### config.mk
export PLATFORM = sky130hd
export DESIGN_NAME = ball_motion_ctrl
export DESIGN_NICKNAME = d
export VERILOG_FILES = /design/src/rtl/ball_motion_ctrl_pkg.sv /design/src/rtl/ball_motion_ctrl_speed.sv /design/src/rtl/ball_motion_ctrl.sv
export SDC_FILE = /design/constraint.sdc
export NUM_CORES = 1
export LEC_CHECK = 0
export ABC_CLOCK_PERIOD_IN_PS = 3400
export CORE_UTILIZATION = 26
export DETAILED_ROUTE_END_ITERATION = 8
export PLACE_DENSITY = 0.52
export SETUP_SLACK_MARGIN = 0.4
export SYNTH_ARGS = -nofsm -noshare
export SYNTH_HDL_FRONTEND = slang
export SYNTH_SLANG_ARGS = --single-unit
export TNS_END_PERCENT = 100
### constraint.sdc
create_clock -name clk -period 3.4 [get_ports clk]
set_input_delay 0.34 -clock clk [delete_from_list [all_inputs] [get_ports clk]]
set_output_delay 0.34 -clock clk [all_outputs]
set_load 0.01 [all_outputs]
### src/rtl/ball_motion_ctrl_pkg.sv
// Shared definitions for the Pong ball controller: FSM state encoding and direction constants.
package pong_pkg;

  typedef enum logic [1:0] {
    ST_IDLE   = 2'd0,
    ST_SERVE  = 2'd1,
    ST_PLAY   = 2'd2,
    ST_SCORED = 2'd3
  } state_t;

  localparam logic DIR_POS = 1'b0;
  localparam logic DIR_NEG = 1'b1;

  // A paddle sets the X direction absolutely; both paddles at once leave it alone.
  function automatic logic paddle_dir(input logic lpad, input logic rpad, input logic cur);
    logic dir;
    dir = cur;
    if (lpad && !rpad)
      dir = DIR_POS;
    else if (rpad && !lpad)
      dir = DIR_NEG;
    return dir;
  endfunction

endpackage

### src/rtl/ball_motion_ctrl_speed.sv
// Paddle-hit counter and saturating ball speed: every SPEEDUP_HITS effective hits add one pixel/frame.
module ball_speed_ctrl
  import pong_pkg::*;
#(
  parameter int unsigned SPEED_W      = 3,
  parameter int unsigned MIN_SPEED    = 1,
  parameter int unsigned MAX_SPEED    = 5,
  parameter int unsigned SPEEDUP_HITS = 4
) (
  input  logic               clk,
  input  logic               reset,
  input  logic               load_min,
  input  logic               effective_hit,
  output logic [SPEED_W-1:0] speed
);

  localparam int unsigned HIT_W = (SPEEDUP_HITS > 1) ? $clog2(SPEEDUP_HITS) : 1;
  localparam logic [SPEED_W-1:0] MIN_S = SPEED_W'(MIN_SPEED);
  localparam logic [SPEED_W-1:0] MAX_S = SPEED_W'(MAX_SPEED);
  localparam logic [HIT_W-1:0]   LAST_HIT = HIT_W'(SPEEDUP_HITS - 1);

  logic [HIT_W-1:0]   r_hit_cnt;
  logic [SPEED_W-1:0] r_speed;

  always_ff @(posedge clk or posedge reset) begin
    if (reset) begin
      r_hit_cnt <= '0;
      r_speed   <= MIN_S;
    end else if (load_min) begin
      r_hit_cnt <= '0;
      r_speed   <= MIN_S;
    end else if (effective_hit) begin
      // The count keeps wrapping even once speed has saturated.
      if (r_hit_cnt == LAST_HIT) begin
        r_hit_cnt <= '0;
        if (r_speed < MAX_S)
          r_speed <= r_speed + 1'b1;
      end else begin
        r_hit_cnt <= r_hit_cnt + 1'b1;
      end
    end
  end

  assign speed = r_speed;

endmodule

### src/rtl/ball_motion_ctrl.sv
// Ball direction / speed / serve sequencing for VGA Pong; updates once per frame_tick while in PLAY.
module ball_motion_ctrl
  import pong_pkg::*;
#(
  parameter int unsigned SPEED_W      = 3,
  parameter int unsigned MIN_SPEED    = 1,
  parameter int unsigned MAX_SPEED    = 5,
  parameter int unsigned SPEEDUP_HITS = 4,
  parameter int unsigned SERVE_DELAY  = 60
) (
  input  logic               clk,
  input  logic               reset,
  input  logic               frame_tick,
  input  logic               game_en,
  input  logic               hit_lpad,
  input  logic               hit_rpad,
  input  logic               hit_top,
  input  logic               hit_bot,
  input  logic               miss_l,
  input  logic               miss_r,
  output logic               dir_x,
  output logic               dir_y,
  output logic [SPEED_W-1:0] speed,
  output logic               ball_active,
  output logic               recenter,
  output logic               score_l_inc,
  output logic               score_r_inc
);

  localparam int unsigned CNT_W = $clog2(SERVE_DELAY + 1);

  state_t           r_state, w_state_next;
  logic [CNT_W-1:0] r_serve_cnt, w_serve_cnt_next;
  logic             r_dir_x, r_dir_y, r_ball_active, r_recenter, r_score_l, r_score_r;
  logic             w_dir_x_next, w_dir_y_next, w_ball_active_next, w_recenter_next;
  logic             w_score_l_next, w_score_r_next, w_load_min, w_eff_hit;
  logic             w_miss;

  assign w_miss = miss_l | miss_r;

  always_ff @(posedge clk or posedge reset) begin
    if (reset) begin
      r_state       <= ST_IDLE;
      r_serve_cnt   <= '0;
      r_dir_x       <= DIR_NEG;
      r_dir_y       <= DIR_NEG;
      r_ball_active <= 1'b0;
      r_recenter    <= 1'b0;
      r_score_l     <= 1'b0;
      r_score_r     <= 1'b0;
    end else begin
      r_state       <= w_state_next;
      r_serve_cnt   <= w_serve_cnt_next;
      r_dir_x       <= w_dir_x_next;
      r_dir_y       <= w_dir_y_next;
      r_ball_active <= w_ball_active_next;
      r_recenter    <= w_recenter_next;
      r_score_l     <= w_score_l_next;
      r_score_r     <= w_score_r_next;
    end
  end

  always_comb begin
    w_state_next = r_state;
    if (!game_en) begin
      w_state_next = ST_IDLE;
    end else begin
      case (r_state)
        ST_IDLE:   w_state_next = ST_SERVE;
        ST_SERVE:  if (frame_tick && r_serve_cnt == CNT_W'(1)) w_state_next = ST_PLAY;
        ST_PLAY:   if (frame_tick && w_miss) w_state_next = ST_SCORED;
        ST_SCORED: w_state_next = ST_SERVE;
        default:   w_state_next = ST_IDLE;
      endcase
    end
  end

  always_comb begin
    w_dir_x_next       = r_dir_x;
    w_dir_y_next       = r_dir_y;
    w_serve_cnt_next   = r_serve_cnt;
    w_recenter_next    = 1'b0;
    w_score_l_next     = 1'b0;
    w_score_r_next     = 1'b0;
    w_load_min         = 1'b0;
    w_eff_hit          = 1'b0;
    w_ball_active_next = (w_state_next == ST_PLAY);
    if (game_en) begin
      case (r_state)
        ST_IDLE: begin
          w_recenter_next  = 1'b1;
          w_serve_cnt_next = CNT_W'(SERVE_DELAY);
          w_load_min       = 1'b1;
        end
        ST_SERVE: if (frame_tick) w_serve_cnt_next = r_serve_cnt - 1'b1;
        ST_PLAY: if (frame_tick) begin
          if (w_miss) begin
            // Serve setup is registered on entry so it is already visible during SCORED.
            w_recenter_next  = 1'b1;
            w_serve_cnt_next = CNT_W'(SERVE_DELAY);
            w_load_min       = 1'b1;
            w_dir_y_next     = ~r_dir_y;
            if (miss_l && !miss_r) begin
              w_score_r_next = 1'b1;
              w_dir_x_next   = DIR_NEG;
            end else if (miss_r && !miss_l) begin
              w_score_l_next = 1'b1;
              w_dir_x_next   = DIR_POS;
            end
          end else begin
            w_dir_x_next = paddle_dir(hit_lpad, hit_rpad, r_dir_x);
            w_eff_hit    = (w_dir_x_next != r_dir_x);
            if (hit_top && !hit_bot)
              w_dir_y_next = DIR_POS;
            else if (hit_bot && !hit_top)
              w_dir_y_next = DIR_NEG;
          end
        end
        default: ;
      endcase
    end
  end

  ball_speed_ctrl #(
    .SPEED_W      (SPEED_W),
    .MIN_SPEED    (MIN_SPEED),
    .MAX_SPEED    (MAX_SPEED),
    .SPEEDUP_HITS (SPEEDUP_HITS)
  ) u_speed (
    .clk           (clk),
    .reset         (reset),
    .load_min      (w_load_min),
    .effective_hit (w_eff_hit),
    .speed         (speed)
  );

  assign dir_x       = r_dir_x;
  assign dir_y       = r_dir_y;
  assign ball_active = r_ball_active;
  assign recenter    = r_recenter;
  assign score_l_inc = r_score_l;
  assign score_r_inc = r_score_r;

endmodule

# After elaboration in Yosys (flattened, before gate mapping)

Index checks and enable logic that the tools add are counted.

Register bits after elaboration: 19
Input port bits: 10
Output and inout bits: 9
Logic and storage cells: 98

$add $sub $neg: 3
Magnitude comparators: 1
Eq/ne operators: 11
Mux-type cells: 46
Bitwise operators: 2
Reductions and logical operators: 25

Operators by type and width:

| cell                                                                   | count |
|---|---|
| 1-bit two-way mux                                                      | 30 |
| 6-bit two-way mux                                                      | 3 |
| 6-bit case mux with 3 select lines                                     | 1 |
| 2-bit two-way mux                                                      | 6 |
| 3-bit two-way mux                                                      | 4 |
| 2-bit equality test (second input constant)                            | 4 |
| 1-bit logical AND                                                      | 8 |
| 4-bit AND reduction                                                    | 2 |
| 6-bit by 1-bit equality test with 1-bit output (second input constant) | 1 |
| 1-bit logical NOT                                                      | 6 |
| 2-bit != test (second input constant)                                  | 3 |
| 2-bit case mux with 3 select lines                                     | 1 |
| 2-bit nonzero test                                                     | 3 |
| 3-bit nonzero test                                                     | 2 |
| 6-bit by 1-bit subtractor with 6-bit output (second input constant)    | 1 |
| 5-bit AND reduction                                                    | 1 |
| 3-bit by 1-bit adder with 3-bit output (second input constant)         | 1 |
| 3-bit < comparator (second input constant)                             | 1 |
| 3-bit by 1-bit != test with 1-bit output (second input constant)       | 1 |
| 3-bit AND reduction                                                    | 1 |
| 2-bit by 1-bit adder with 2-bit output (second input constant)         | 1 |
| 2-bit by 1-bit equality test with 1-bit output (second input constant) | 1 |
| 2-bit logical NOT                                                      | 1 |
| 1-bit case mux with 2 select lines                                     | 1 |
| 4 further kinds                                                        | 4 |

# Longest topological paths before layout

Gate-level depths: netlist of run 1.

Depth in word-level cells: 15
Depth in mapped cells: 7
Mapped depth without buffers: 7

# Cells and area by module

Synthesis of run 1 repeated with hierarchy kept, for this count alone.

Cells, all modules: 118
Area, all modules: 1,193.6 sq um

By module, submodules not included:

| module           | times used | cells an instance | area each (sq um) | seq. area each (sq um) |
|---|---|---|---|---|
| ball_motion_ctrl | 1          | 93                | 932.1             | 352.8 |
| ball_speed_ctrl  | 1          | 25                | 261.5             | 126.4 |

# Least setup slack after synthesis of run 1

OpenSTA, ideal clock, no wires.

Kind: register to register
Start point: reg r_state[0]
End point: reg u_speed.r_speed[2], in the netlist u_speed.speed[2]
Library setup time: 78 ps
Arrival: 1,652 ps
Required time: 3,322 ps
Slack: 1,670 ps
Cell stages (with the launch flop): 7
Path buffers: 0
Clock period less this slack: 1,730 ps
Cell sequence: dfrtp_1 inv_1 ha_1 nand3_1 a211o_1 or3_1 a21oi_1

Word-level cells in the longest chain between the ends: 5
Elaborated cells on any way between the ends: 11
Those cells by class: 1 x eq/ne; 5 x mux; 5 x reduce/logical

Ends and longest elaborated chain:

| item                                                                           | RTL line                     | RTL |
|---|---|---|
| start, declared                                                                | ball_motion_ctrl.sv:32       | `state_t r_state, w_state_next;` |
| start signal, assigned                                                         | ball_motion_ctrl.sv:52       | `r_state <= w_state_next;` |
| 2-bit equality test / 2-bit logical NOT (equally long branches)                | ball_motion_ctrl.sv:89       | `case (r_state)` |
| 1-bit case mux with 2 select lines / 1-bit two-way mux (equally long branches) | ball_motion_ctrl.sv:89       |  |
| 1-bit two-way mux                                                              | ball_motion_ctrl.sv:88       | `if (game_en) begin` |
| 2-bit nonzero test (no line)                                                   | n/a                          |  |
| 3-bit AND reduction (no line)                                                  | n/a                          |  |
| end signal, assigned                                                           | ball_motion_ctrl_speed.sv:37 | `r_speed <= r_speed + 1'b1;` |
| end, declared                                                                  | ball_motion_ctrl_speed.sv:23 | `logic [SPEED_W-1:0] r_speed;` |

Several ways; a longest one is shown, not always the timed one.
A chain may end at the register's enable or synchronous reset.

# Final worst setup path of run 1

Same ends and word-level chain as after synthesis.

==> impl_metrics.py, run 1 <==
metrics = {
    "floorplan": {
        "die_area_um2": 4410,
        "die-height_um": 66.41,
        "rows": 23,
        "core_um2": 4000,
        "die_w_um": 66.41,
        "pin_count": 19,
        "initial_core_util": 0.2696,
    },
    "sta": {
        "relSlewSlack": 0.5153,
        "fin_crit_sh": 0.5836,
        "finalMaxSlewViolations": 0,
        "hold_viol": 0,
        "fmax_mhz": 504.0,
        "tightest_slew_ps": 726.2,
        "tns_ps": 0,
        "finClkSkew_ps": 3.042,
        "final-setup-viol-count": 0,
        "rsz0062_at_grt": "false",
        "period_needed_ps": 1984,
    },
    "logic_synthesis": {
        "ys_warn_count": 0,
        "ys_seq_elements": 19,
        "yosys.cell_count.top_type": "dfrtp_1",
        "synth_area_um2": 1079,
        "ys_async_sr_fraction": 1.000,
        "synth_area_leaders": "dfrtp_1, ha_1, dfstp_2, o21ai_0, inv_1",
        "syn_inst": 113,
        "yosys.area.top_type_share": 0.3712,
        "avgSynthCellArea_um2": 9.545,
        "synth.distinct_cells": 35,
        "syn-num-nets": 131,
        "synth_area_leader_cell": "dfrtp_1",
        "synth_edf_count": 0,
        "yosys-top-cells-count": "dfrtp_1, o21ai_0, inv_1",
        "yosysSeqAreaShare": 0.4443,
        "synth_ff_type": "dfrtp_1",
    },
    "clocking": {
        "cts.sinks": 19,
        "cts_buffers": 3,
        "clkLatencyLatePin_ps": 260,
        "cts_buffer_depth": 2,
        "cts_setup_buffers": 0,
        "post_cts_resized": 0,
        "cts_tree": "yes",
        "cts_hold_buf": 0,
        "clock-root-buffer": "clkbuf_8",
        "path_clk_slew_ps": 70,
        "h-tree-depth": 1,
    },
    "setup_path": {
        "r2r_cells": 6,
        "worst_ep_arrival_time_ps": 2170,
        "r2r_start": "r_state[0]",
        "rrSetupSlack_ps": 1420,
        "endpoint_kind": "flip-flop",
        "worstReg2RegEnd": "u_speed.speed[2]",
        "path_class": "reg -> reg",
        "cp-start-kind": "flip-flop",
        "critical_path_required_ps": 3590,
        "cp_max_fo": 6,
    },
    "drt": {
        "viasPerCell": 4.989,
        "drtPass1Iterations": 4,
        "drc": 0,
        "ant_nets": 0,
        "finalWirelength_um": 2276,
        "wl_per_cell_um": 12.30,
        "drt_iter0_markers": 26,
        "vias": 923,
    },
    "job": {
        "maxCapViolations": 0,
    },
    "global_route": {
        "grt_max_degree": 20,
        "track_usage": 0.1280,
        "first_global_vias": 983,
        "grt_pass1_wl_um": 4209,
        "antenna_found_initial": 0,
        "grt-ovfl-total": 0,
    },
    "final_layout": {
        "drive_above_1_share": 0.05926,
        "antenna_cells": 0,
        "fin_nets": 154,
        "fillCellCount": 406,
        "syn2layout_area_growth_pct": 26.80,
        "fin_cells": 185,
    },
    "placement": {
        "place_congestion": 0.8262,
        "dp_hpwl_um": 1726,
        "io_buffers": 18,
        "dp_cells": 181,
    },
    "pwr": {
        "power_density_nw_per_um2": 536.7,
        "cellLeakagePower_nw": 0.5990,
        "max-vdd-ir-drop_mv": 0.2448,
    },
    "hold_path": {
        "hold_class": "in -> async",
    },
    "status": {
        "outcome": "completed",
    },
}
how the worst max path moves through the flow:
stage               start          endpoint  slack [ps]
2_1_floorplan  r_state[0]  u_speed.speed[2]        1670
3_3_place_gp   frame_tick  u_speed.speed[2]        1320
3_5_place_dp   frame_tick  u_speed.speed[2]        1280
4_1_cts        r_state[0]  u_speed.speed[2]        1400
5_1_grt        r_state[0]  u_speed.speed[2]        1260
6_report       r_state[0]  u_speed.speed[2]        1420
through the flow:
step           area [µm²]  hold slack, ps    util  total power, W  worst slack, ps
3_5_place_dp         1321           496.5  0.3303       0.0005800             1276
4_1_cts              1368           513.0  0.3419       0.0007438             1397
2_1_floorplan        1079           288.9       -       0.0004875             1670
3_3_place_gp         1321           509.4  0.3303       0.0005714             1315
6_report             1368           494.4  0.3419       0.0007340             1416
5_1_grt              1368           529.0  0.3419       0.0008047             1257
state kept, by name, indices dropped and copies added (netlist names):
name	count
recenter	1
dir_y	1
u_speed.r_hit_cnt	2
score_r_inc	1
dir_x	1
score_l_inc	1
ball_active	1
r_state	2
u_speed.speed	3
r_serve_cnt	6
layer usage:
metal / routed length (µm) / vias up / global-route usage
li1: - / 452 / -
met4: 59 / 0 / 0.07181
met3: 93 / 7 / 0.03103
met1: 952 / 443 / 0.1353
met5: 0 / - / 0
met2: 1169 / 21 / 0.2296
worst max-delay path, stage by stage, from the launching register on:
cell and delay (ps):
dfrtp_1 420, inv_1 120, ha_1 270, nand3_1 200
a211o_1 400, or3_1 360, a21oi_1 140
cell families after synthesis:
group / synth area share
simple gates: 0.1856
compound gates: 0.2019
flops: 0.4443
buf+inv: 0.03828
fa+ha+maj: 0.09281
mux: 0.03712
cell type report:
class	instances	area (µm²)	area share
Sequential cell	19	479.2	0.3504
Clock inverter	1	5.005	0.003660
Clock buffer	3	41.29	0.03019
Inverter	11	41.29	0.03019
Timing Repair Buffer	18	180.2	0.1317
Multi-Input combinational cell	83	558.0	0.4081
Tap cell	50	62.56	0.04575
power breakdown:
part | internal [W] | switching, W
clock network | 0.0000816 | 0.0000796
logic | 0.000113 | 0.000143
registers | 0.000275 | 0.0000418
cell usage in the layout, fill, tap and decap left out, drive strengths merged, types with 2 or more instances in the layout:
cell type / instances
clkdlybuf4s50: 18
dfrtp: 16
o21ai: 13
inv: 11
nand2: 8
ha: 8
nor2: 7
a21oi: 5
nand3: 4
mux2i: 4
nor2b: 3
or3: 3
nor3: 3
clkbuf: 3
dfstp: 3
o31ai: 2
nor3b: 2
nand2b: 2
Note: power is estimated with default switching activity, not from simulation.
==> run 2, diff against run 1 <==
--- a/config.mk
+++ b/config.mk
@@ -5,7 +5,7 @@
 export SDC_FILE = /design/constraint.sdc
 export NUM_CORES = 1
 export LEC_CHECK = 0
-export ABC_CLOCK_PERIOD_IN_PS = 3400
+export ABC_CLOCK_PERIOD_IN_PS = 2000
 export CORE_UTILIZATION = 26
 export DETAILED_ROUTE_END_ITERATION = 8
 export PLACE_DENSITY = 0.52
==> constraint.sdc (replaced) <==
create_clock -name clk -period 2 [get_ports clk]
set_input_delay 0.2 -clock clk [delete_from_list [all_inputs] [get_ports clk]]
set_output_delay 0.2 -clock clk [all_outputs]
set_load 0.01 [all_outputs]
==> run 2 against run 1 <==
Effect of this change:
- worst setup slack worse by 1100 ps
- hold slack got worse by 230 ps
- critical path depth fell by 2
- via count is 4.1% higher
- sequential share of layout area fell by 4.0 points
- cell count is 7.6% higher
- flip-flop and latch count unchanged
- critical path type unchanged
- critical endpoint is now u_speed.r_hit_cnt[0]
- largest cell class unchanged
==> impl_metrics.py, run 2 (synthesized netlist as in run 1, its figures left out) <==
metrics = {
    "placement": {
        "dp_slack_ps": 45.88,
        "io_buffers": 18,
        "dp_hpwl_um": 1882,
        "place_congestion": 0.8466,
        "dp_cells": 188,
    },
    "setup_path": {
        "worstPathCellList": "or3b_1, a211o_1, or3_1, a21oi_2",
        "cp_num_buf_inv": 0,
        "critical_path_required_ps": 2180,
        "max_stage_delay_ps": 380,
        "crit_family": "simple AND/OR/NAND/NOR gates",
        "endpoint_kind": "flip-flop",
        "cp_max_fo": 6,
        "worst_ep_arrival_time_ps": 1840,
        "cp-start-kind": "flip-flop",
        "slowest_stage": "dfstp_2",
        "path_class": "reg -> reg",
    },
    "clocking": {
        "h-tree-depth": 1,
        "cts_buffer_depth": 2,
        "path_clk_slew_ps": 70,
        "cts_buffers": 3,
        "cts_hold_buf": 0,
        "cts.sinks": 19,
        "clkLatencyLatePin_ps": 260,
        "cts_tree": "yes",
        "clock-root-buffer": "clkbuf_8",
    },
    "final_layout": {
        "largest_register_ffs": 6,
        "syn2layout_area_growth_pct": 43.74,
        "fin_cells": 199,
        "fillCellCount": 401,
        "seq_area_um2": 481.7,
        "antenna_cells": 0,
        "multiInputGateArea_um2": 629.4,
        "regMostFlops": "r_serve_cnt",
        "most-common-layout-cells": "dfrtp_1, buf_4, clkdlybuf4s50_1",
        "fin_nets": 168,
        "drive_above_1_share": 0.2550,
    },
    "drt": {
        "wl_per_cell_um": 13.07,
        "drt_iter0_markers": 32,
        "vias": 961,
        "drtPass1Iterations": 4,
        "finalWirelength_um": 2600,
        "viasPerCell": 4.829,
        "ant_nets": 0,
        "drc": 0,
    },
    "pwr": {
        "intPower_w": 0.0009165,
        "pwr-share-clk": 0.185,
        "p_comb_frac": 0.436,
        "p_sw_w": 0.0005169,
        "cellLeakagePower_nw": 0.7087,
        "switching_share": 0.3606,
        "power_density_nw_per_um2": 924.6,
        "max-vdd-ir-drop_mv": 0.4279,
        "p_seq_frac": 0.380,
    },
    "status": {
        "outcome": "completed",
    },
    "sta": {
        "finClkSkew_ps": 8.167,
        "rsz0062_at_grt": "true",
        "finalMaxSlewViolations": 0,
        "fmax_mhz": 604.4,
        "hold_viol": 0,
        "tns_ps": 0,
        "setup_ws_ps": 345.5,
        "final-setup-viol-count": 0,
        "fin_crit_sh": 0.8273,
        "relSlewSlack": 0.7535,
        "tightest_slew_ps": 365.8,
        "period_needed_ps": 1655,
    },
    "global_route": {
        "track_usage": 0.1269,
        "grt_pass1_wl_um": 4264,
        "grt_max_degree": 20,
        "grt-ovfl-total": 0,
        "antenna_found_initial": 0,
        "first_global_vias": 943,
    },
    "floorplan": {
        "initial_core_util": 0.2696,
        "die_area_um2": 4410,
        "rows": 23,
        "core_um2": 4000,
        "die_w_um": 66.41,
        "die-height_um": 66.41,
        "pin_count": 19,
    },
    "hold_path": {
        "hold_class": "in -> async",
    },
    "job": {
        "maxCapViolations": 0,
    },
}
[run 2: changes by cell type in the layout (fill, tap and decap cells not counted), sizes merged]
cell           previous run  this run
buf                       0        14
dlymetal6s2s              0         3
clkbuf                    3         4
clkinv                    1         0
dlygate4sd2               0         2
clkdlybuf4s50            18        13
[run 2: worst register-to-register path, delay by kind of cell (launching register included)]
family / cells / cell delay (ps)
compound gates: 2 / 510
flops: 1 / 380
simple gates: 2 / 700
[run 2: metal layers]
metal | share of wire | global-route usage | wire, µm
met1 | 0.45 | 0.1564 | 1167
met2 | 0.52 | 0.2258 | 1353
met3 | 0.030 | 0.03276 | 79
met4 | 0 | 0.01596 | 0
met5 | 0 | 0 | 0
[run 2: worst paths after layout]
check / endpoint / depth (start not counted) / from / slack (ps)
max in group asynchronous: dir_x / 3 / reset / 1460
min in group clk: dir_y / 2 / hit_top / 460
hold reg to reg: r_serve_cnt[2] / 1 / r_serve_cnt[2] / 520
hold / removal: r_serve_cnt[3] / 3 / reset / 260
setup reg to reg: u_speed.r_hit_cnt[0] / 4 / dir_x / 350
setup / recovery: u_speed.r_hit_cnt[0] / 4 / dir_x / 350
[run 2: power by group through the flow]
stage | registers, W | clock network (W) | logic [W]
after floorplan | 0.000544 | 0 | 0.000301
after global placement | 0.000545 | 0 | 0.000467
after detailed placement | 0.000548 | 0 | 0.000485
after CTS | 0.000542 | 0.000278 | 0.000555
after global routing | 0.000558 | 0.000293 | 0.000700
final | 0.000544 | 0.000265 | 0.000625
[run 2: area by class of cell]
cell class | count | area share
clock buffers | 4 | 0.02906
inverters | 11 | 0.02663
multi-input cells | 83 | 0.4060
flip-flops and latches | 19 | 0.3107
well taps | 50 | 0.04036
repair buffers | 32 | 0.1872
[run 2: repair_timing]
| item | 4_1_cts | 5_1_grt |
|---|---|---|
| endpoints found under the setup margin | 12 | 14 |
| resized for setup | 11 | 15 |
| buffers inserted | 4 | 3 |
| pin swaps | 6 | 8 |
[run 2: stage by stage]
stage / utilization / total power (W) / cell area, µm² / hold slack, ps
after floorplan: - / 0.0008455 / 1096 / 148.9
after global placement: 0.3478 / 0.001012 / 1391 / 498.4
after detailed placement: 0.3478 / 0.001033 / 1391 / 506.9
after CTS: 0.3725 / 0.001375 / 1490 / 274.2
after global routing: 0.3876 / 0.001551 / 1550 / 308.5
final: 0.3876 / 0.001433 / 1550 / 262.5
